==> config.mk <==
export PLATFORM = sky130hd
export DESIGN_NAME = serial_add_ctrl
export DESIGN_NICKNAME = d
export VERILOG_FILES = /design/src/rtl/serial_add_ctrl.sv
export SDC_FILE = /design/constraint.sdc
export NUM_CORES = 1
export LEC_CHECK = 0
export BUFFER_PORTS_ARGS = -buffer_cell sky130_fd_sc_hd__buf_2
export CAP_MARGIN = 20
export CORE_UTILIZATION = 49
export CTS_CLUSTER_SIZE = 12
export DETAILED_ROUTE_END_ITERATION = 16
export PLACE_DENSITY_LB_ADDON = 0.1
export SYNTH_ARGS = -nofsm -noshare
export SYNTH_HDL_FRONTEND = slang
export SYNTH_SLANG_ARGS = --single-unit
==> constraint.sdc <==
create_clock -name clk -period 1.4 [get_ports clk]
set_input_delay 0.14 -clock clk [delete_from_list [all_inputs] [get_ports clk]]
set_output_delay 0.14 -clock clk [all_outputs]
set_load 0.02 [all_outputs]
==> src/rtl/serial_add_ctrl.sv <==
// Bit-serial WIDTH-bit adder: one 1-bit full adder is stepped LSB first over
// WIDTH cycles, with the carry held in a flop, behind a start/busy/done handshake.
module serial_add_ctrl #(
  parameter int WIDTH = 8
) (
  input  logic             clk,
  input  logic             rst_n,
  input  logic             start,
  input  logic [WIDTH-1:0] op_a,
  input  logic [WIDTH-1:0] op_b,
  input  logic             c_in,
  output logic             busy,
  output logic             done,
  output logic [WIDTH-1:0] sum,
  output logic             carry
);

  localparam int CW = $clog2(WIDTH);
  localparam logic [CW-1:0] LAST = CW'(WIDTH - 1);

  typedef enum logic [1:0] {IDLE, RUN, DONE} state_t;

  state_t           state;
  logic [WIDTH-1:0] a_sh;
  logic [WIDTH-1:0] b_sh;
  // Holds the WIDTH-1 result bits already produced; the newest bit enters at the top.
  logic [WIDTH-2:0] r_sh;
  logic             cy;
  logic [CW-1:0]    cnt;

  logic             fa_sum;
  logic             fa_carry;
  logic [WIDTH-1:0] r_cat;

  // Single shared 1-bit full adder fed from the operand LSBs and the carry flop.
  assign fa_sum   = a_sh[0] ^ b_sh[0] ^ cy;
  assign fa_carry = (a_sh[0] & b_sh[0]) | (cy & (a_sh[0] ^ b_sh[0]));
  assign r_cat    = {fa_sum, r_sh};

  always_ff @(posedge clk or negedge rst_n) begin
    if (!rst_n) begin
      state <= IDLE;
      busy  <= 1'b0;
      done  <= 1'b0;
      sum   <= '0;
      carry <= 1'b0;
      a_sh  <= '0;
      b_sh  <= '0;
      r_sh  <= '0;
      cy    <= 1'b0;
      cnt   <= '0;
    end else begin
      case (state)
        IDLE: begin
          done <= 1'b0;
          if (start) begin
            a_sh  <= op_a;
            b_sh  <= op_b;
            cy    <= c_in;
            cnt   <= '0;
            busy  <= 1'b1;
            state <= RUN;
          end
        end
        RUN: begin
          a_sh <= a_sh >> 1;
          b_sh <= b_sh >> 1;
          r_sh <= r_cat[WIDTH-1:1];
          cy   <= fa_carry;
          cnt  <= cnt + 1'b1;
          if (cnt == LAST) begin
            sum   <= r_cat;
            carry <= fa_carry;
            busy  <= 1'b0;
            done  <= 1'b1;
            state <= DONE;
          end
        end
        DONE: begin
          done  <= 1'b0;
          state <= IDLE;
        end
        default: state <= IDLE;
      endcase
    end
  end

endmodule

==> impl_metrics.toml <==
[status]
status = "finished, final reports clean"

[routing]
wl_per_cell_um = 14.83
drc = 0
drtIter0Drc = 104
wl_um = 3664
postRouteAntennaNets = 0
viasPerCell = 5.433
vias = 1342
dr.pass1.iters = 4

[die]
dieHeight_um = 62.87
die_w_um = 62.87
dieArea_mm2 = 0.003953
coreArea_mm2 = 0.003442
pin_count = 31
initial_utilization_pct = 52.74
rows = 21

[clocking]
clk_pin_slew_ns = 0.07
worstSkewPairLatency_ns = 0.28
cts-buffers-inserted = 5
htree_num_levels = 2
cts_tree = "built"
cts_root_buffer = "clkbuf_8"
clkSinkCount = 40
clock_path_buffers = 2

[layout]
drive_gt1_share_pct = 31.34
nets = 224
diodes = 0
area_growth_pct = 17.64
fin_util_pct = 62.05
instances_no_fill = 247
stdcell_area_mm2 = 0.002136
fillers = 290

[min_path]
hp-class = "in -> reg"

[logic_synthesis]
synthFlopType = "dfrtp_1"
synth_top_cell_area_share_pct = 55.13
syn-cell-area_mm2 = 0.001815
synth-seq-cells = 40
ys_warn_count = 0
synth.distinct_cells = 23
synth.largest_area_cell = "dfrtp_1"
synthesis.nets = 186
ys_async_sr_fraction_pct = 100.0
syn_avg_cell_area_um2 = 11.14
postSynthCellCount = 163
synth-edff-count = 0
synth_area_leaders = "dfrtp_1 55%, mux2_4 7.4%, o22ai_1 5.5%, nor3_1 5.0%, nand2_1 5.0%"
yosysSeqAreaShare_pct = 55.13

[timing]
rsz0062_at_grt = "no"
max_freq_mhz = 738.1
finClkSkew_ns = 0.004134
setup_violations = 0
worst_pin_slew_ns = 0.4938
slew_headroom_pct = 67.08
drv_slew = 0
finalCriticalPeriod_ns = 1.355
finalHoldViolCount = 0
min_period_over_period_pct = 96.77

[place]
place_inst = 239
gp_congestion = 0.7146
hpwl_um = 2588
detailed_place.area_mm2 = 0.002046
io_buffer_count = 30

[global_route]
grt_pass1_wl_um = 6417
grt_start_max_net_pins = 41
grt_pass1_vias = 1408
antenna_found_initial = 0
gr-total-overflow = 0
grt_use_total_pct = 21.19

[setup_path]
critPathKind = "reg -> reg"
critPathMaxFanout = 10
setup.worst_path.end_class = "flop"
start_kind = "flop"
critPathArrivalTime_ns = 1.52
required_ns = 1.57

[pwr]
power_density_mw_per_mm2 = 2244
power_leakage_uw = 0.001043
vdd_drop_max_uv = 1028
totalPowerFinal_uw = 4793

[run]
cap_viol_max_count = 0
==> synthesized netlist by cell type (4+ instances only) <==
library cell / number
buf_2: 7
nor3_1: 18
mux2_4: 9
inv_1: 4
dfrtp_1: 40
o22ai_1: 16
nor2_1: 12
o32ai_1: 9
nand2_1: 24
o21ai_0: 6
==> where the power goes <==
group,switching [µW],internal (µW)
Clock,370,339
Combinational,1030,958
Sequential,400,1690
Total,1800,2990
==> worst max-delay path, cell delays in order, from the launching register on <==
cell and delay [ns]:
dfrtp_1 0.38, ha_1 0.20, ha_2 0.22, nand2_8 0.13, mux2_4 0.31
==> layout by cell type, fill, tap and decap left out, types with 2 or more instances in the layout <==
cell | synthesis | routed
a22o_2 | 2 | 2
and2b_1 | 2 | 2
buf_2 | 7 | 30
buf_4 | 2 | 10
clkbuf_8 | 0 | 5
dfrtp_1 | 40 | 40
inv_1 | 4 | 4
mux2_4 | 9 | 9
nand2_1 | 24 | 24
nor2_1 | 12 | 12
nor3_1 | 18 | 18
o21ai_0 | 6 | 6
o22ai_1 | 16 | 16
o32ai_1 | 9 | 9
==> per-layer routing <==
| layer | vias to the layer above | track usage (%) | share of wire [%] |
|---|---|---|---|
| li1 | 654 | - | - |
| met1 | 655 | 27.32 | 47 |
| met2 | 28 | 34.41 | 48 |
| met3 | 5 | 5.292 | 3.4 |
| met4 | 0 | 7.558 | 1.0 |
| met5 | - | 0 | 0 |
==> layout make-up <==
type | count | area, µm² | share of cell area, %
inverters | 4 | 15.01 | 0.7030
multi-input cells | 108 | 729.5 | 34.15
repair buffers | 42 | 255.2 | 11.95
clock buffers | 6 | 72.57 | 3.398
well taps | 46 | 57.56 | 2.695
clock inverters | 1 | 5.005 | 0.2343
flip-flops and latches | 40 | 1001 | 46.87
==> worst paths after layout <==
kind / startpoint / end / slack, ns / cells after the start
worst max-delay path: cnt[0]$_DFFE_PN0P_ / sum[7]$_DFFE_PN0P_ / 0.05 / 4
worst min-delay path: op_b[7] / b_sh[7]$_DFFE_PN0P_ / 0.09 / 3
worst max register to register: cnt[0]$_DFFE_PN0P_ / sum[7]$_DFFE_PN0P_ / 0.05 / 4
worst min register to register: r_sh[0]$_DFFE_PN0P_ / r_sh[0]$_DFFE_PN0P_ / 0.49 / 2
max in group asynchronous: rst_n / b_sh[0]$_DFFE_PN0P_ / 0.62 / 3
min in group asynchronous: rst_n / a_sh[6]$_DFFE_PN0P_ / 0.43 / 3
==> what timing repair did <==
| action | 4_1_cts | 5_1_grt |
|---|---|---|
| hold buffers | 1 | 0 |
| resized for setup | 1 | 0 |
| hold endpoints to repair | 40 | 0 |
| buffers inserted | 0 | 0 |
| setup endpoints to repair | 9 | 0 |
==> sequential cells by signal (all words and copies together), names as in the netlist, 2 cells and up <==
signal,cells
a_sh,8
b_sh,8
cnt,3
r_sh,7
state,2
sum,8
==> metrics by stage <==
step / hold WS, ns / setup WS [ns] / setup TNS (ns)
finish: 0.08569 / 0.04520 / 0
global route: 0.1108 / 0.004132 / 0
CTS: 0.08657 / 0.03966 / 0
detailed placement: 0.2240 / -0.02259 / -0.1616
global placement: 0.2178 / 0.009641 / 0
floorplan: -0.1556 / 0.04137 / 0
==> cells by family (layout without fill, tap and decap cells) <==
kind of cell,count (synthesis),count (layout),synth area share (%)
and+or+nand+nor,61,61,16.54
buffers and inverters,15,53,4.823
muxes,10,10,7.995
DFF,40,40,55.13
AOI/OAI and AO/OA,34,34,13.03
adders and majority gates,3,3,2.481
Power figures use the tool's default switching activity.
